$ cat config.mk
export PLATFORM = sky130hd
export DESIGN_NAME = matmul_core
export DESIGN_NICKNAME = d
export VERILOG_FILES = /design/src/rtl/matmul_pkg.sv /design/src/rtl/matmul_mac.sv /design/src/rtl/matmul_core.sv
export SDC_FILE = /design/constraint.sdc
export NUM_CORES = 1
export LEC_CHECK = 0
export ABC_AREA = 1
export BUFFER_PORTS_ARGS = -buffer_cell sky130_fd_sc_hd__buf_2
export CAP_MARGIN = 20
export CORE_ASPECT_RATIO = 1.75
export CORE_MARGIN = 3
export CORE_UTILIZATION = 55
export CTS_BUF_LIST = sky130_fd_sc_hd__clkbuf_16
export CTS_CLUSTER_DIAMETER = 50
export DETAILED_ROUTE_END_ITERATION = 8
export PLACE_DENSITY_LB_ADDON = 0.1
export RECOVER_POWER = 25
export SLEW_MARGIN = 20
export SYNTH_ARGS = -nofsm -noshare
export SYNTH_HDL_FRONTEND = slang
export SYNTH_SLANG_ARGS = --single-unit
$ cat constraint.sdc
create_clock -name clk -period 10.45 [get_ports clk]
set_input_delay 1.5675 -clock clk [delete_from_list [all_inputs] [get_ports clk]]
set_output_delay 1.5675 -clock clk [all_outputs]
set_load 0.01 [all_outputs]
$ cat src/rtl/matmul_pkg.sv
// Shared types and defaults for the matmul_core engine: FSM state encoding,
// default geometry and the row/column to linear element address helper.
package matmul_pkg;

  localparam int N_DEF      = 4;
  localparam int DATA_W_DEF = 8;
  localparam int ACC_W_DEF  = 32;

  typedef enum logic [2:0] {
    S_IDLE,
    S_RD,
    S_DRAIN,
    S_WR,
    S_FIN
  } state_t;

  // Row-major linear index of element (row, col) in an n x n matrix.
  function automatic int idx2addr(input int row, input int col, input int n);
    return row * n + col;
  endfunction

endpackage

$ cat src/rtl/matmul_mac.sv
// Signed multiply-accumulate lane for matmul_core. Macro MATMUL_CORE_SAT_EN
// selects saturating accumulation; otherwise the sum wraps modulo 2^ACC_W.
module matmul_mac #(
  parameter int DATA_W = 8,
  parameter int ACC_W  = 32
) (
  input  logic                     clk,
  input  logic                     rst_n,
  input  logic                     clr,
  input  logic                     en,
  input  logic signed [DATA_W-1:0] a,
  input  logic signed [DATA_W-1:0] b,
  output logic signed [ACC_W-1:0]  acc_nxt,
  output logic                     sat
);

  logic signed [2*DATA_W-1:0] prod;
  logic signed [ACC_W-1:0]    prod_x;
  logic signed [ACC_W-1:0]    acc_q;
  logic signed [ACC_W-1:0]    acc_sum;
  logic                       ovf;

  assign prod   = a * b;
  assign prod_x = ACC_W'(prod);

`ifdef MATMUL_CORE_SAT_EN
  // One guard bit exposes signed overflow of the ACC_W-bit sum.
  logic signed [ACC_W:0] sum;

  assign sum = (ACC_W+1)'(acc_q) + (ACC_W+1)'(prod_x);
  assign ovf = sum[ACC_W] ^ sum[ACC_W-1];

  always_comb begin
    acc_sum = sum[ACC_W-1:0];
    if (ovf)
      acc_sum = sum[ACC_W] ? {1'b1, {(ACC_W-1){1'b0}}} : {1'b0, {(ACC_W-1){1'b1}}};
  end
`else
  assign acc_sum = acc_q + prod_x;
  assign ovf     = 1'b0;
`endif

  assign sat = en & ~clr & ovf;

  always_comb begin
    acc_nxt = acc_q;
    if (clr)
      acc_nxt = '0;
    else if (en)
      acc_nxt = acc_sum;
  end

  always_ff @(posedge clk or negedge rst_n) begin
    if (!rst_n)
      acc_q <= '0;
    else
      acc_q <= acc_nxt;
  end

endmodule

$ cat src/rtl/matmul_core.sv
// Sequential NxN signed matrix multiply: one MAC per cycle over a synchronous
// A/B read port, C written element by element. Option: MATMUL_CORE_SAT_EN.
module matmul_core
  import matmul_pkg::*;
#(
  parameter int  N      = N_DEF,
  parameter int  DATA_W = DATA_W_DEF,
  parameter int  ACC_W  = ACC_W_DEF,
  localparam int AW     = $clog2(N*N)
) (
  input  logic              clk,
  input  logic              rst_n,
  input  logic              start,
  input  logic              clr,
  output logic              busy,
  output logic              done,
  output logic              rd_en,
  output logic [AW-1:0]     a_addr,
  output logic [AW-1:0]     b_addr,
  input  logic [DATA_W-1:0] a_rdata,
  input  logic [DATA_W-1:0] b_rdata,
  output logic              c_wr_en,
  output logic [AW-1:0]     c_addr,
  output logic [ACC_W-1:0]  c_wdata,
  output logic              sat_flag
);

  localparam int CW = $clog2(N);
  localparam logic [CW-1:0] LAST = CW'(N-1);

  state_t          state_q, state_d;
  logic [CW-1:0]   i_q, j_q, k_q;
  logic [CW-1:0]   i_d, j_d, k_d;
  logic            acc_clr, acc_en;
  logic            start_acc;
  logic            mac_sat;
  logic            sat_q;
  logic [ACC_W-1:0] acc_nxt;

  assign start_acc = (state_q == S_IDLE) && start && !clr;

  always_comb begin
    state_d = state_q;
    i_d     = i_q;
    j_d     = j_q;
    k_d     = k_q;
    acc_clr = 1'b0;
    acc_en  = 1'b0;
    case (state_q)
      S_IDLE: begin
        if (start) begin
          state_d = S_RD;
          i_d     = '0;
          j_d     = '0;
          k_d     = '0;
          acc_clr = 1'b1;
        end
      end
      S_RD: begin
        // Read data lags the address by one cycle, so RD k consumes term k-1.
        acc_en = (k_q != '0);
        if (k_q == LAST)
          state_d = S_DRAIN;
        else
          k_d = k_q + CW'(1);
      end
      S_DRAIN: begin
        acc_en  = 1'b1;
        state_d = S_WR;
      end
      S_WR: begin
        acc_clr = 1'b1;
        k_d     = '0;
        if (i_q == LAST && j_q == LAST) begin
          state_d = S_FIN;
        end else begin
          state_d = S_RD;
          if (j_q == LAST) begin
            j_d = '0;
            i_d = i_q + CW'(1);
          end else begin
            j_d = j_q + CW'(1);
          end
        end
      end
      S_FIN:   state_d = S_IDLE;
      default: state_d = S_IDLE;
    endcase
    if (clr) begin
      state_d = S_IDLE;
      i_d     = '0;
      j_d     = '0;
      k_d     = '0;
      acc_clr = 1'b1;
      acc_en  = 1'b0;
    end
  end

  matmul_mac #(
    .DATA_W (DATA_W),
    .ACC_W  (ACC_W)
  ) u_mac (
    .clk     (clk),
    .rst_n   (rst_n),
    .clr     (acc_clr),
    .en      (acc_en),
    .a       (a_rdata),
    .b       (b_rdata),
    .acc_nxt (acc_nxt),
    .sat     (mac_sat)
  );

  always_ff @(posedge clk or negedge rst_n) begin
    if (!rst_n) begin
      state_q <= S_IDLE;
      i_q     <= '0;
      j_q     <= '0;
      k_q     <= '0;
    end else begin
      state_q <= state_d;
      i_q     <= i_d;
      j_q     <= j_d;
      k_q     <= k_d;
    end
  end

  // Outputs are registered from next-state values so strobes align with states.
  always_ff @(posedge clk or negedge rst_n) begin
    if (!rst_n) begin
      busy    <= 1'b0;
      done    <= 1'b0;
      rd_en   <= 1'b0;
      a_addr  <= '0;
      b_addr  <= '0;
      c_wr_en <= 1'b0;
      c_addr  <= '0;
      c_wdata <= '0;
    end else begin
      busy    <= (state_d != S_IDLE);
      done    <= (state_d == S_FIN);
      rd_en   <= (state_d == S_RD);
      c_wr_en <= (state_d == S_WR);
      if (state_d == S_RD) begin
        a_addr <= AW'(idx2addr(int'(i_d), int'(k_d), N));
        b_addr <= AW'(idx2addr(int'(k_d), int'(j_d), N));
      end
      if (state_d == S_WR) begin
        c_addr  <= AW'(idx2addr(int'(i_d), int'(j_d), N));
        c_wdata <= acc_nxt;
      end
    end
  end

  // Without saturation the MAC never reports a clamp, so this stays 0.
  always_ff @(posedge clk or negedge rst_n) begin
    if (!rst_n)
      sat_q <= 1'b0;
    else if (start_acc)
      sat_q <= 1'b0;
    else if (mac_sat)
      sat_q <= 1'b1;
  end

  assign sat_flag = sat_q;

endmodule

== Word level (Yosys, flattened, before mapping) ==
Index checks and enable logic that the tools add are counted.

* Add/subtract/negate cells: 7
* $mul: 1
* Div/mod/pow operators: 0
* $lt $le $gt $ge: 0
* Eq/ne operators: 9
* Shift operators: 0
* Muxes and demuxes: 26
* Bitwise gates (word level): 0
* Reductions and logical operators: 4

{| class="wikitable"
|+ Operators by type and width
! kind !! number
|-
| 2-to-1 mux 32 bit || 2
|-
| adder 32 x 16 -> 32 bit || 1
|-
| 2-to-1 mux 2 bit || 11
|-
| multiplier 8 x 8 -> 16 bit || 1
|-
| adder 4 x 2 -> 4 bit || 3
|-
| 2-to-1 mux 3 bit || 4
|-
| one-hot mux 3 bit (4 select lines) || 1
|-
| == test 3 x 2 -> 1 bit (second input constant) || 3
|-
| one-hot mux 2 bit (2 select lines) || 2
|-
| adder 2 x 1 -> 2 bit (second input constant) || 3
|-
| == test 2 bit (second input constant) || 3
|-
| == test 3 x 1 -> 1 bit (second input constant) || 2
|-
| one-hot mux 2 bit (3 select lines) || 1
|-
| one-hot mux 1 bit (2 select lines) || 2
|-
| == test 3 bit (second input constant) || 1
|-
| logical NOT 3 bit || 1
|-
| 2-to-1 mux 1 bit || 3
|-
| nonzero test 3 bit || 1
|-
| nonzero test 2 bit || 1
|-
| logical AND 1 bit || 1
|}

* Register bits after elaboration: 89
* Latch bits: 0
* Memory bits (writable): 0
* ROM bits: 0
* Output and inout port bits: 49
* Word-level logic and storage cells: 60
* Memories kept: 0

== Logic depth before layout (Yosys ltp) ==
* Word-level depth: 6
* Mapped depth: 24

== Hierarchy ==
A second synthesis with hierarchy kept.

* Cells, all modules: 1,233
* Area, all modules: 9,947.0 um^2

{| class="wikitable"
|+ By module, submodules not included
! module !! times used !! cells an instance !! area an instance (um^2)
|-
| matmul_mac || 1 || 957 || 7,485.9
|-
| matmul_core || 1 || 276 || 2,461.1
|}

== Worst setup path before layout ==
OpenSTA, ideal clock, no wires.

* Path kind: input to register
* Start point: input port b_rdata[0]
* End point: register c_wdata[12]
* Setup time: 121 ps
* Data arrival time: 6,402 ps
* Setup slack: 3,927 ps
* Stages on the path: 17
* Buffers on the path: 1
* Cell sequence: clkbuf_1 nand2_1 inv_1 fa_1 fa_1 fa_1 fa_1 ha_1 ha_1 nand2_1 inv_1 a21oi_1 nand2_1 xor2_1 or2_2 nand2_1 o21ai_1

* Longest elaborated chain between the ends: 4

{| class="wikitable"
|+ RTL lines
! what !! RTL line !! source
|-
| start: declaration || matmul_core.sv:21 || <nowiki>input logic [DATA_W-1:0] b_rdata,</nowiki>
|-
| multiplier 8 x 8 -> 16 bit || matmul_mac.sv:23 || <nowiki>assign prod = a * b;</nowiki>
|-
| adder 32 x 16 -> 32 bit || matmul_mac.sv:39 || <nowiki>assign acc_sum = acc_q + prod_x;</nowiki>
|-
| 2-to-1 mux 32 bit || matmul_mac.sv:49 || <nowiki>else if (en)</nowiki>
|-
| 2-to-1 mux 32 bit || matmul_mac.sv:47 || <nowiki>if (clr)</nowiki>
|-
| end signal: assignment || matmul_core.sv:149 || <nowiki>c_wdata <= acc_nxt;</nowiki>
|-
| end: declaration || matmul_core.sv:24 || <nowiki>output logic [ACC_W-1:0] c_wdata,</nowiki>
|}

No other way between the ends.
A chain may end at the register's enable or synchronous reset.

== Final worst setup path ==
* Start point: input port b_rdata[7]
* End point: register c_wdata[15]

The elaborated chain is that of the path after synthesis.

==> flow_summary.yaml <==
status:
  outcome: "complete, but fails checks"
  failed_checks: "capacitance limit, slew limit"
final_layout:
  syn2layout_area_growth_pct: 8.10
  final_common_cell: "nand2_1"
  diodes: 0
  final_cell_mix: "nand2_1, inv_1, fa_1"
  drive_gt1_share_pct: 8.80
  layout.nets: 1473
  final_core_util_pct: 61.3
  fillers: 1618
global_route:
  grt_pass1_wl_mm: 41.8
  grt_max_degree: 54
  overflow: 0
  grt_pass1_vias: 8171
  grt_use_total_pct: 28.2
  antenna_found_initial: 0
worst_hold_path:
  hp-class: "reg2reg"
sta:
  fin_skew_ns: 0.00829
  setup_viol: 0
  fin_crit_ns: 6.68
  tns_ns: 0
  finalMaxSlewViolations: 90
  slew_headroom_pct: -97.0
  rsz0062_at_grt: "false"
  max_freq_mhz: 150
  tightest_slew_ns: 2.96
  hold_viol: 0
  finalCritPeriodShare_pct: 63.9
  fin_ws_ns: 3.77
routing:
  first_pass_iters: 4
  route.detailed.drc: 0
  drtAntennaViolNets: 0
  avgRoutedWirePerCell_um: 17.4
  vias_per_cell: 5.10
  dr.first_iter.drc_count: 345
  dr_total_vias: 7538
  wl_mm: 25.6
clocking:
  ctsHoldBuffers: 0
  cts_setup_buffers: 0
  cts_htree_levels: 3
  clk_latency_ns: 0.35
  clock_path_buffers: 2
  tritoncts: "done"
  clk_pin_slew_worst_paths_ns: 0.06
  cts_root_buffer: "clkbuf_16"
  cts.sinks: 87
  post_cts_resized: 0
  cts_buffers: 9
critical_path:
  critPathCaptureType: "register"
  arrival_ns: 6.94
  slowest_delay_ns: 0.59
  cp.required_ns: 10.71
  crit_slowest_cell: "o21ai_0"
  path_max_fanout: 9
  cpMostUsedCell: "fa_1"
  start_kind: "primary input"
  path_cells: "buf_2, clkinv_1, or2_2, fa_1, fa_1, inv_1, fa_1, fa_1, fa_1, ha_1, nand2_1, nor2_1, nand3_1, nand3_1, nor2_1, o21ai_0, nand2_1, o21ai_1"
  critPathKind: "in2reg"
die:
  die_w_um: 106
  io-pin-count: 69
  num_rows: 63
  core-area_um2: 17100
  die-area_um2: 19300
  dieHeight_um: 182
  initial_core_util_pct: 56.7
yosys:
  synth_top_area_share_pct: 28.1
  ys_types: 37
  synth_largest_area_cell: "fa_1"
  yosys_register_bits: 87
  syn-cell-area_um2: 9700
  syn_avg_cell_area_um2: 8.11
  yosysWarnings: 0
  synth_area_leaders: "fa_1, dfrtp_1, nand2_1, ha_1, inv_1"
  seq_area_frac_synth_pct: 22.5
  synth_cells: 1196
  synth_fp_nets: 1424
pwr:
  power_leakage_nw: 6.15
  finalPower_mw: 2.77
  ir_worst_vdd_mv: 0.140
  power_density_nw_per_um2: 264
placed_design:
  hpwl_mm: 21.6
  place_congestion: 1.02
  port_buffers: 67
  dp_worst_setup_slack_ns: 3.41
flow_run:
  cap_violations: 2
## registers in the layout, indices dropped and copies added, names as in the netlist, 2 cells and up
register	cells
c_wdata	32
u_mac.acc_q	32
a_addr	4
c_addr	4
state_q	3
b_addr	2
i_q	2
j_q	2
k_q	2
## synth_stat cells, drive strengths merged
cell / count
a211oi: 2
a21o: 1
a21oi: 35
and2: 2
buf: 17
clkbuf: 17
clkinv: 1
conb: 1
dfrtp: 87
fa: 136
ha: 72
inv: 243
mux2: 6
nand2: 336
nand3: 62
nand3b: 5
nand4: 15
nor2: 96
nor3: 8
nor4: 2
o21a: 1
o21ai: 31
o21bai: 5
or2: 3
xnor2: 6
xor2: 6
## routing by layer
metal	share of wire (%)	vias to the layer above	GRT usage [%]	routed length, um
li1	-	3716	-	-
met1	34	3649	28.1	8680
met4	5.8	0	13.6	1480
met3	2.2	53	2.67	571
met2	58	120	56.5	14900
met5	0	-	0	0
## logic make-up after synthesis
| kind of cell | after synthesis | synth area share [%] |
|---|---|---|
| AO/OA/AOI/OAI | 75 | 4.53 |
| other | 1 | 0.0387 |
| adder cells (fa/ha/maj) | 208 | 37.4 |
| flip-flops | 87 | 22.5 |
| XOR/XNOR | 12 | 1.08 |
| buffers and inverters | 278 | 11.3 |
| multiplexers | 6 | 0.697 |
| AND/OR/NAND/NOR | 529 | 22.5 |
## path summary, 6_finish.rpt
path                            cells past startpoint                      start  slack, ns                   endpoint
worst max register to register                     17  u_mac.acc_q[14]$_DFF_PN0_       5.33    c_wdata[15]$_DFFE_PN0P_
worst max-delay path                               18                 b_rdata[7]       3.77    c_wdata[15]$_DFFE_PN0P_
worst min register to register                      2    c_wdata[24]$_DFFE_PN0P_       0.48    c_wdata[24]$_DFFE_PN0P_
max in group asynchronous                           2                      rst_n       5.12  u_mac.acc_q[17]$_DFF_PN0_
min in group asynchronous                           1                      rst_n       1.73      a_addr[0]$_DFFE_PN0P_
worst min-delay path                                2    c_wdata[24]$_DFFE_PN0P_       0.48    c_wdata[24]$_DFFE_PN0P_
## report_power, final
group	switching, mW	total, mW	internal [mW]	leakage, nW
combinational	1.34	2.06	0.720	4.78
clock	0.148	0.361	0.214	0.161
sequential	0.00357	0.344	0.341	1.21
## critical path, delay by kind of cell
kind / cells / cell delay, ns
AO/OA/AOI/OAI: 2 / 0.75
adder cells (fa/ha/maj): 6 / 2.97
buffers and inverters: 3 / 0.38
AND/OR/NAND/NOR: 7 / 1.26
## final cells by class
| class | count | area, um2 | area share (%) |
|---|---|---|---|
| multi-input combinational | 831 | 6410 | 61.1 |
| sequential | 87 | 2180 | 20.8 |
| inverter | 244 | 916 | 8.74 |
| timing repair buffer | 72 | 367 | 3.50 |
| tap | 227 | 284 | 2.71 |
| clock buffer | 9 | 225 | 2.15 |
| clock inverter | 7 | 104 | 0.991 |
## metrics by stage
stage	cell area, um2	instances	hold WS, ns
floorplan	9700	1196	0.485
global placement	10200	1461	0.453
detailed placement	10200	1461	0.460
CTS	10500	1477	0.477
global route	10500	1477	0.491
finish	10500	1477	0.476
(Power assumes the default switching activity.)
